$ cat src/rtl/scp_mem_pkg.sv
// Shared definitions for the main-RAM arbitration slice: default widths,
// lock state encoding and requester port ids.
package scp_mem_pkg;

  localparam int DEF_ADDR_W   = 16;
  localparam int DEF_DATA_W   = 8;
  localparam int DEF_LOCK_MAX = 64;

  localparam logic PORT_CPU = 1'b0;
  localparam logic PORT_DMA = 1'b1;

  typedef enum logic [1:0] {
    UNLOCKED = 2'd0,
    LOCKED0  = 2'd1,
    LOCKED1  = 2'd2
  } lock_state_t;

  // Ports allowed to compete for the grant in a given lock state.
  function automatic logic [1:0] lock_mask(input lock_state_t s);
    case (s)
      UNLOCKED: return 2'b11;
      LOCKED0:  return 2'b01;
      LOCKED1:  return 2'b10;
      default:  return 2'b00;
    endcase
  endfunction

endpackage

$ cat src/rtl/ram_arbiter_rr_arb2.sv
// Two-way round-robin pick: among eligible requesters, the one not granted
// most recently wins a tie.
module rr_arb2
  import scp_mem_pkg::*;
(
  input  logic [1:0] valid,
  input  logic       rr_last,
  input  logic [1:0] mask,
  output logic [1:0] grant
);

  logic [1:0] elig;

  // NOTE: every always_comb output gets a default first so no path can infer a latch.
  always_comb begin
    elig  = valid & mask;
    grant = elig;
    if (elig == 2'b11) begin
      grant            = 2'b00;
      grant[PORT_CPU]  = (rr_last == PORT_DMA);
      grant[PORT_DMA]  = (rr_last == PORT_CPU);
    end
  end

endmodule

$ cat src/rtl/ram_arbiter.sv
// Shares the single-port main RAM between CPU (port 0) and DMA/video (port 1):
// round-robin grant, read-modify-write lock with idle timeout, read return.
module ram_arbiter
  import scp_mem_pkg::*;
#(
  parameter int ADDR_W   = DEF_ADDR_W,
  parameter int DATA_W   = DEF_DATA_W,
  parameter int LOCK_MAX = DEF_LOCK_MAX
) (
  input  logic              clk,
  input  logic              rst,
  input  logic              req0_valid,
  output logic              req0_ready,
  input  logic [ADDR_W-1:0] req0_addr,
  input  logic [DATA_W-1:0] req0_wdata,
  input  logic              req0_we,
  input  logic              req0_lock,
  input  logic              req1_valid,
  output logic              req1_ready,
  input  logic [ADDR_W-1:0] req1_addr,
  input  logic [DATA_W-1:0] req1_wdata,
  input  logic              req1_we,
  input  logic              req1_lock,
  output logic              rsp0_valid,
  output logic [DATA_W-1:0] rsp0_rdata,
  output logic              rsp1_valid,
  output logic [DATA_W-1:0] rsp1_rdata,
  output logic [ADDR_W-1:0] ram_addr,
  output logic [DATA_W-1:0] ram_data,
  output logic              ram_we,
  input  logic [DATA_W-1:0] ram_q,
  output logic              lock_timeout
);

  localparam int CNT_W = $clog2(LOCK_MAX + 1);

  lock_state_t       state_q, state_d;
  logic [CNT_W-1:0]  idle_cnt_q, idle_cnt_d;
  logic              rr_last_q;
  logic [ADDR_W-1:0] addr_q;
  logic              rd_pend_q, rd_port_q;
  logic [DATA_W-1:0] rdata0_q, rdata1_q;

  logic [1:0]        valid, mask, grant;
  logic              any_gnt, gnt_port, g_we, g_lock, timeout;
  logic [ADDR_W-1:0] g_addr;
  logic [DATA_W-1:0] g_wdata;

  // Reset masks both ports so nothing is accepted or written in that cycle.
  assign valid = {req1_valid, req0_valid};
  assign mask  = rst ? 2'b00 : lock_mask(state_q);

  rr_arb2 u_rr_arb2 (
    .valid   (valid),
    .rr_last (rr_last_q),
    .mask    (mask),
    .grant   (grant)
  );

  assign any_gnt    = |grant;
  assign gnt_port   = grant[PORT_DMA];
  assign req0_ready = grant[PORT_CPU];
  assign req1_ready = grant[PORT_DMA];

  always_comb begin
    g_addr  = req0_addr;
    g_wdata = req0_wdata;
    g_we    = req0_we;
    g_lock  = req0_lock;
    if (gnt_port == PORT_DMA) begin
      g_addr  = req1_addr;
      g_wdata = req1_wdata;
      g_we    = req1_we;
      g_lock  = req1_lock;
    end
  end

  assign ram_addr = any_gnt ? g_addr : addr_q;
  assign ram_data = g_wdata;
  assign ram_we   = any_gnt & g_we;

  // While locked only the owner can be granted, so any grant is an owner accept.
  always_comb begin
    state_d    = state_q;
    idle_cnt_d = idle_cnt_q;
    timeout    = 1'b0;
    if (any_gnt) begin
      state_d    = g_lock ? ((gnt_port == PORT_DMA) ? LOCKED1 : LOCKED0) : UNLOCKED;
      idle_cnt_d = '0;
    end else if (!rst && state_q != UNLOCKED) begin
      if (idle_cnt_q == CNT_W'(LOCK_MAX - 1)) begin
        state_d    = UNLOCKED;
        idle_cnt_d = '0;
        timeout    = 1'b1;
      end else begin
        idle_cnt_d = idle_cnt_q + CNT_W'(1);
      end
    end
  end

  assign lock_timeout = timeout;

  // NOTE: sequential state uses non-blocking assignments so every register samples pre-edge values.
  always_ff @(posedge clk) begin
    if (rst) begin
      state_q    <= UNLOCKED;
      idle_cnt_q <= '0;
      rr_last_q  <= PORT_DMA;
      addr_q     <= '0;
      rd_pend_q  <= 1'b0;
      rd_port_q  <= PORT_CPU;
      rdata0_q   <= '0;
      rdata1_q   <= '0;
    end else begin
      state_q    <= state_d;
      idle_cnt_q <= idle_cnt_d;
      if (any_gnt) begin
        rr_last_q <= gnt_port;
        addr_q    <= g_addr;
      end
      rd_pend_q <= any_gnt & ~g_we;
      rd_port_q <= gnt_port;
      if (rsp0_valid) rdata0_q <= ram_q;
      if (rsp1_valid) rdata1_q <= ram_q;
    end
  end

  // A response still in flight when reset arrives is dropped immediately.
  assign rsp0_valid = !rst && rd_pend_q && (rd_port_q == PORT_CPU);
  assign rsp1_valid = !rst && rd_pend_q && (rd_port_q == PORT_DMA);
  assign rsp0_rdata = rsp0_valid ? ram_q : rdata0_q;
  assign rsp1_rdata = rsp1_valid ? ram_q : rdata1_q;

  a_req0_stable: assert property (@(posedge clk)
    (req0_valid && !req0_ready && !rst) |=>
      (req0_valid && $stable({req0_addr, req0_wdata, req0_we, req0_lock})))
    else $error("req0 changed while stalled");

  a_req1_stable: assert property (@(posedge clk)
    (req1_valid && !req1_ready && !rst) |=>
      (req1_valid && $stable({req1_addr, req1_wdata, req1_we, req1_lock})))
    else $error("req1 changed while stalled");

endmodule
$ cat config.mk
export PLATFORM = sky130hd
export DESIGN_NAME = ram_arbiter
export DESIGN_NICKNAME = d
export VERILOG_FILES = /design/src/rtl/scp_mem_pkg.sv /design/src/rtl/ram_arbiter_rr_arb2.sv /design/src/rtl/ram_arbiter.sv
export SDC_FILE = /design/constraint.sdc
export NUM_CORES = 1
export LEC_CHECK = 0
export ABC_AREA = 1
export ABC_CLOCK_PERIOD_IN_PS = 1900
export BUFFER_PORTS_ARGS = -buffer_cell sky130_fd_sc_hd__buf_2
export CORE_ASPECT_RATIO = 0.7
export CORE_MARGIN = 1.5
export CORE_UTILIZATION = 42
export DETAILED_ROUTE_END_ITERATION = 12
export PLACE_DENSITY = 0.82
export SYNTH_ARGS = -nofsm -noshare
export SYNTH_HDL_FRONTEND = slang
export SYNTH_HIERARCHICAL = 1
export SYNTH_SLANG_ARGS = --single-unit
$ cat constraint.sdc
create_clock -name clk -period 1.9 [get_ports clk]
set_clock_uncertainty 0.15 [all_clocks]
set_input_delay 0.095 -clock clk [delete_from_list [all_inputs] [get_ports clk]]
set_output_delay 0.095 -clock clk [all_outputs]
set_load 0.01 [all_outputs]
==> impl_metrics.py, run 1 <==
metrics = {
    "timing": {
        "period_needed_ns": 1.967,
        "slew_violations": 0,
        "fin_ws_ns": -0.06711,
        "setup_viol": 19,
        "timing.hold.ws_ns": 0.003319,
        "max_freq_mhz": 508.4,
        "worstMarginPinSlew_ns": 0.5033,
        "hold_viol_final": 0,
        "rsz0062_at_grt": "true",
        "fin_crit_sh_pct": 103.5,
        "slew_headroom_pct": 66.09,
    },
    "worst_hold_path": {
        "hold_path_class": "in2reg",
        "whs_path_depth": 5,
    },
    "synth": {
        "ys_types": 23,
        "syn_area_um2": 2280,
        "synthDominantCellAreaShare_pct": 38.64,
        "synthMostInstantiatedCell": "nand2_1",
        "synthArstFlopShare_pct": 0,
        "synth_ff_type": "dfxtp_1",
        "yosys-top-cells-count": "nand2_1 (124), inv_1 (65), dfxtp_1 (44)",
        "synth_seq_cells": 44,
        "yosysTopAreaCell": "dfxtp_1",
        "synth_edf_count": 0,
        "ys_top_cells_by_area": "dfxtp_1 (39%), nand2_1 (20%), inv_1 (11%)",
        "syn-num-nets": 411,
        "avgSynthCellArea_um2": 6.589,
        "synth-warning-count": 6,
        "ys_seq_area_share_pct": 38.64,
        "syn_inst": 346,
    },
    "placement": {
        "gp_congestion": 0.8466,
        "dp.cells": 521,
        "port_buffers": 109,
        "pre_cts_ws_ns": 0.1500,
        "hpwl_mm": 4.213,
    },
    "die": {
        "start_util_pct": 43.59,
        "die_area_um2": 5886,
        "placementRows": 22,
        "chipWidth_um": 91.06,
        "die_h_um": 64.64,
        "core_area_um2": 5230,
        "io-pin-count": 110,
    },
    "detailed_routing": {
        "drt_iter0_drc": 142,
        "routedWlPerCell_um": 13.66,
        "antenna_left": 0,
        "routed_wl_mm": 8.045,
        "first_pass_iters": 4,
        "viasPerCell": 4.789,
        "vias": 2821,
        "drc": 0,
    },
    "power": {
        "pwr_density_cell_nw_per_um2": 620.0,
        "leakage_nw": 2.225,
        "peakVddDrop_mv": 0.3503,
    },
    "grt": {
        "grt_pass1_vias": 2697,
        "grt_antenna_before_repair": 0,
        "grt_pass1_wl_mm": 12.08,
        "grt_use_total_pct": 26.12,
        "grt_max_degree": 22,
        "overflow": 0,
    },
    "setup_path": {
        "worstSetupEndpointType": "output pin",
        "setup.worst_path.start": "state_q[1]$_SDFFE_PP0P_",
        "r2r-start": "state_q[1]$_SDFFE_PP0P_",
        "r2r-end": "addr_q[14]$_SDFF_PP0_",
        "r2r_slack_ns": 0.17,
        "worstSetupPathType": "reg2out",
        "cp.arrival_ns": 1.72,
        "critPathCapture": "ram_addr[13]",
        "path_max_fanout": 7,
        "worstRegToRegCells": 12,
        "worstPathRequired_ns": 1.65,
        "startpoint_type": "register",
    },
    "final_layout": {
        "layout-drive-gt1-share_pct": 36.17,
        "final_util_pct": 72.27,
        "final_cells": 589,
        "syn_to_final_growth_pct": 65.81,
        "fillers": 382,
        "n_antenna_cell": 0,
        "finalNetCount": 581,
    },
    "clock_network": {
        "cts_num_sinks": 44,
        "path_clk_slew_ns": 0.08,
        "cts_buffers": 5,
        "clock_path_buffers": 2,
        "cts_tree": "built",
        "clock_latency_ns": 0.30,
        "clock-root-buffer": "clkbuf_8",
        "htree_levels": 2,
    },
    "run_status": {
        "violations": "setup timing",
        "status": "complete, but fails checks",
    },
    "flow_run": {
        "max_cap_violations": 0,
    },
}
state kept, by name (all words and copies together), names as in the netlist:
register,count
addr_q,16
idle_cnt_q,7
rd_pend_q,1
rd_port_q,1
rdata0_q,8
rdata1_q,8
rr_last_q,1
state_q,2
routing by layer:
metal / GRT usage (%) / up-vias / wire, um
met1: 28.67 / 1275 / 3174
met2: 47.67 / 146 / 3807
li1: - / 1371 / -
met4: 11.52 / 0 / 305
met3: 6.925 / 29 / 758
met5: 0 / - / 0
what timing repair did:
action,CTS,global route
hold buffers,43,0
buffers inserted,10,5
pin swaps,6,17
gates resized for setup,18,37
gates cloned,2,0
endpoints found under the hold margin,35,0
setup endpoints to repair,26,26
kinds of logic after synthesis:
kind of cell	Yosys count	synth area share, %
simple gates	197	39.68
buf+inv	80	15.75
flops	44	38.64
compound gates	24	5.379
fa+ha+maj	1	0.5488
cell usage in the layout, fill, tap and decap left out, types with 3 or more instances in the layout:
master           n
a21oi_1          3
buf_2           95
buf_4           12
buf_6           19
clkbuf_8         5
dfxtp_1         42
dlygate4sd3_1   43
inv_1           64
nand2_1        113
nand2_2         13
nand3_1         10
nand3_2         15
nand4_1          3
nor2_1          30
nor2_4           9
o21ai_1         17
worst min path at each step:
stage	end	startpoint	slack [ns]
2_1_floorplan	state_q[1]$_SDFFE_PP0P_	req1_lock	0.06
3_3_place_gp	state_q[1]$_SDFFE_PP0P_	req1_lock	0.16
3_5_place_dp	state_q[1]$_SDFFE_PP0P_	req1_lock	0.16
4_1_cts	addr_q[9]$_SDFF_PP0_	req1_addr[9]	0.002
5_1_grt	addr_q[9]$_SDFF_PP0_	req1_addr[9]	0.02
6_report	addr_q[9]$_SDFF_PP0_	req1_addr[9]	0.003
per-stage QoR:
stage / setup TNS, ns / total power [W] / cell area, um^2
6_report: -0.5110 / 0.002344 / 3780
5_1_grt: -2.584 / 0.002449 / 3780
4_1_cts: -0.3437 / 0.002258 / 3591
3_5_place_dp: 0 / 0.001414 / 2859
3_3_place_gp: 0 / 0.001407 / 2859
2_1_floorplan: 0 / 0.001248 / 2282
cell type report:
| cell class | instances | area [um^2] | area share [%] |
|---|---|---|---|
| repair buffers | 173 | 1280 | 33.86 |
| multi-input cells | 224 | 1156 | 30.59 |
| flip-flops and latches | 44 | 885.9 | 23.44 |
| inverters | 68 | 260.3 | 6.885 |
| well taps | 72 | 90.09 | 2.383 |
| clock buffers | 6 | 72.57 | 1.920 |
| clock inverters | 2 | 35.03 | 0.9268 |
worst max-delay path, cell delays in order, from the launching register on:
cell and delay, ns:
dfxtp_4 0.37, nor2_4 0.09, nand3_2 0.08, nand2_2 0.07
inv_2 0.05, buf_8 0.13, buf_4 0.14, nor2_4 0.15
nand2_1 0.10, nand3_2 0.12, buf_6 0.11
power breakdown:
part	switching [W]	internal [W]
logic	0.000332	0.000324
registers	0.0000180	0.000960
clock network	0.000319	0.000390
No activity file was read; power rests on OpenSTA's default activity.
==> inputs of run 2 (changes only) <==
Settings changed: CORE_MARGIN 1.5 to 2.
==> impl_metrics.py, run 2 (synthesized netlist as in run 1, its figures left out) <==
metrics = {
    "timing": {
        "fin_crit_sh_pct": 107.1,
        "timing.hold.ws_ns": 0.02514,
        "worstMarginPinSlew_ns": 0.5330,
        "slew_violations": 0,
        "setup_viol": 26,
        "max_freq_mhz": 491.5,
        "fin_ws_ns": -0.1348,
        "slew_headroom_pct": 64.09,
        "rsz0062_at_grt": "true",
        "hold_viol_final": 0,
        "period_needed_ns": 2.035,
    },
    "placement": {
        "gp_congestion": 0.8629,
        "hpwl_mm": 4.140,
        "port_buffers": 109,
        "placed_cell_area_um2": 2864,
    },
    "die": {
        "start_util_pct": 43.59,
        "io-pin-count": 110,
        "die_h_um": 65.64,
        "chipWidth_um": 92.06,
        "die_area_um2": 6042,
        "core_area_um2": 5230,
        "placementRows": 22,
    },
    "run_status": {
        "violations": "setup timing",
        "status": "complete, but fails checks",
    },
    "grt": {
        "groute.layer.met3.usage_pct": 6.766,
        "grt_pass1_vias": 2642,
        "grt_use_met1_pct": 28.17,
        "grt_max_degree": 23,
        "grt_pass1_wl_mm": 11.61,
        "gr-usage-met2_pct": 41.45,
        "grt_antenna_before_repair": 0,
        "overflow": 0,
        "globalRoute.busiestLayer": "met2",
        "grt_use_total_pct": 24.07,
    },
    "flow_run": {
        "max_cap_violations": 0,
    },
    "setup_path": {
        "worstSetupEndpointType": "output pin",
        "worstPathCellList": "nor2_1, nand2_1, inv_1, nand2_2, clkinv_4, buf_12, nor2_8, buf_6, nand2_2, nand3_2, buf_6",
        "cp_slowest_stage_delay_ns": 0.35,
        "cp_slowest_cell": "dfxtp_2",
        "path_max_fanout": 8,
        "cp.arrival_ns": 1.79,
        "worstRegToRegCells": 13,
        "r2r-start": "state_q[0]$_SDFFE_PP0P_",
        "startpoint_type": "register",
        "worstPathRequired_ns": 1.65,
        "setup.worst_path.start": "state_q[0]$_SDFFE_PP0P_",
        "worstSetupPathType": "reg2out",
        "r2r-end": "addr_q[8]$_SDFF_PP0_",
        "r2r_slack_ns": 0.07,
    },
    "worst_hold_path": {
        "hold_path_startpoint": "req1_addr[5]",
        "whs_path_depth": 5,
        "hold_path_class": "in2reg",
        "min_to": "addr_q[5]$_SDFF_PP0_",
    },
    "power": {
        "pwr_density_cell_nw_per_um2": 595.9,
        "leakage_nw": 2.300,
        "peakVddDrop_mv": 0.4322,
    },
    "final_layout": {
        "layout-drive-gt1-share_pct": 36.87,
        "largest_reg_flops": 16,
        "design_area_um2": 3815,
        "syn_to_final_growth_pct": 67.34,
        "final_util_pct": 72.94,
        "mostFrequentLayoutCells": "nand2_1 (111), buf_2 (100), inv_1 (63)",
        "regMostFlops": "addr_q",
        "finalNetCount": 582,
        "mostFrequentLayoutCell": "nand2_1",
        "fillers": 352,
        "n_antenna_cell": 0,
        "reg.largest.list": "addr_q (16), rdata0_q (8), rdata1_q (8)",
    },
    "detailed_routing": {
        "routedWlPerCell_um": 14.72,
        "antenna_left": 0,
        "vias": 2962,
        "drc": 0,
        "routed_wl_mm": 8.685,
        "drt_iter0_drc": 160,
        "first_pass_iters": 6,
        "viasPerCell": 5.020,
    },
    "clock_network": {
        "htree_levels": 2,
        "cts_num_sinks": 44,
        "clock-root-buffer": "clkbuf_8",
        "clock_path_buffers": 2,
        "path_clk_slew_ns": 0.09,
        "cts_tree": "built",
        "clock_latency_ns": 0.30,
        "cts_buffers": 5,
    },
}
## run 2: changes by cell type in the layout (fill, tap and decap cells not counted), moves of 3 or more
| cell | delta |
|---|---|
| nand2_2 | -5 |
| nand3_4 | +4 |
| nor2_4 | -3 |
| buf_6 | -7 |
| buf_4 | +5 |
| nand2_4 | +7 |
| buf_2 | +5 |
## run 2: worst max-delay path, delay by kind of cell (launching register included)
| kind | cells | cell delay [ns] |
|---|---|---|
| and+or+nand+nor | 6 | 0.57 |
| DFF | 1 | 0.35 |
| buffers and inverters | 5 | 0.56 |
## run 2: metrics by stage
| step | power (W) | setup WS (ns) | cells | TNS (ns) |
|---|---|---|---|---|
| global route | 0.002359 | -0.1664 | 590 | -2.677 |
| CTS | 0.002140 | -0.01200 | 580 | -0.02205 |
| floorplan | 0.001248 | 0.1277 | 346 | 0 |
| global placement | 0.001410 | 0.1840 | 520 | 0 |
| detailed placement | 0.001417 | 0.1168 | 520 | 0 |
| finish | 0.002273 | -0.1348 | 590 | -1.937 |
## run 2: how the worst max path moves through the flow
stage / to / slack, ns / depth (start not counted)
6_report: ram_addr[8] / -0.13 / 11
5_1_grt: ram_addr[13] / -0.17 / 10
4_1_cts: ram_addr[3] / -0.01 / 9
3_5_place_dp: idle_cnt_q[5]$_SDFFE_PP0P_ / 0.12 / 9
3_3_place_gp: idle_cnt_q[5]$_SDFFE_PP0P_ / 0.18 / 9
2_1_floorplan: addr_q[10]$_SDFF_PP0_ / 0.13 / 13
## run 2: where the power goes
part,switching (W),internal (W)
sequential,0.0000166,0.000961
combinational,0.000353,0.000334
clock,0.000311,0.000297
total,0.000681,0.00159
## run 2: metal layers
metal | part of all wire [%] | vias up
met3 | 10 | 44
li1 | - | 1373
met5 | 0 | -
met1 | 39 | 1341
met4 | 3.7 | 0
met2 | 47 | 204
## run 2: area by class of cell
| class | count | area, um^2 | share of cell area, % |
|---|---|---|---|
| sequential | 44 | 883.3 | 23.16 |
| clock buffer | 8 | 90.09 | 2.361 |
| tap | 72 | 90.09 | 2.361 |
| timing repair buffer | 175 | 1279 | 33.52 |
| multi-input combinational | 223 | 1210 | 31.72 |
| inverter | 68 | 262.8 | 6.888 |
## run 2: what timing repair did
action | 4_1_cts | 5_1_grt
setup buffers | 8 | 9
pin swaps | 9 | 9
hold endpoints to repair | 35 | 0
cloned | 2 | 1
setup endpoints to repair | 26 | 27
hold buffers | 42 | 0
resized for setup | 12 | 46
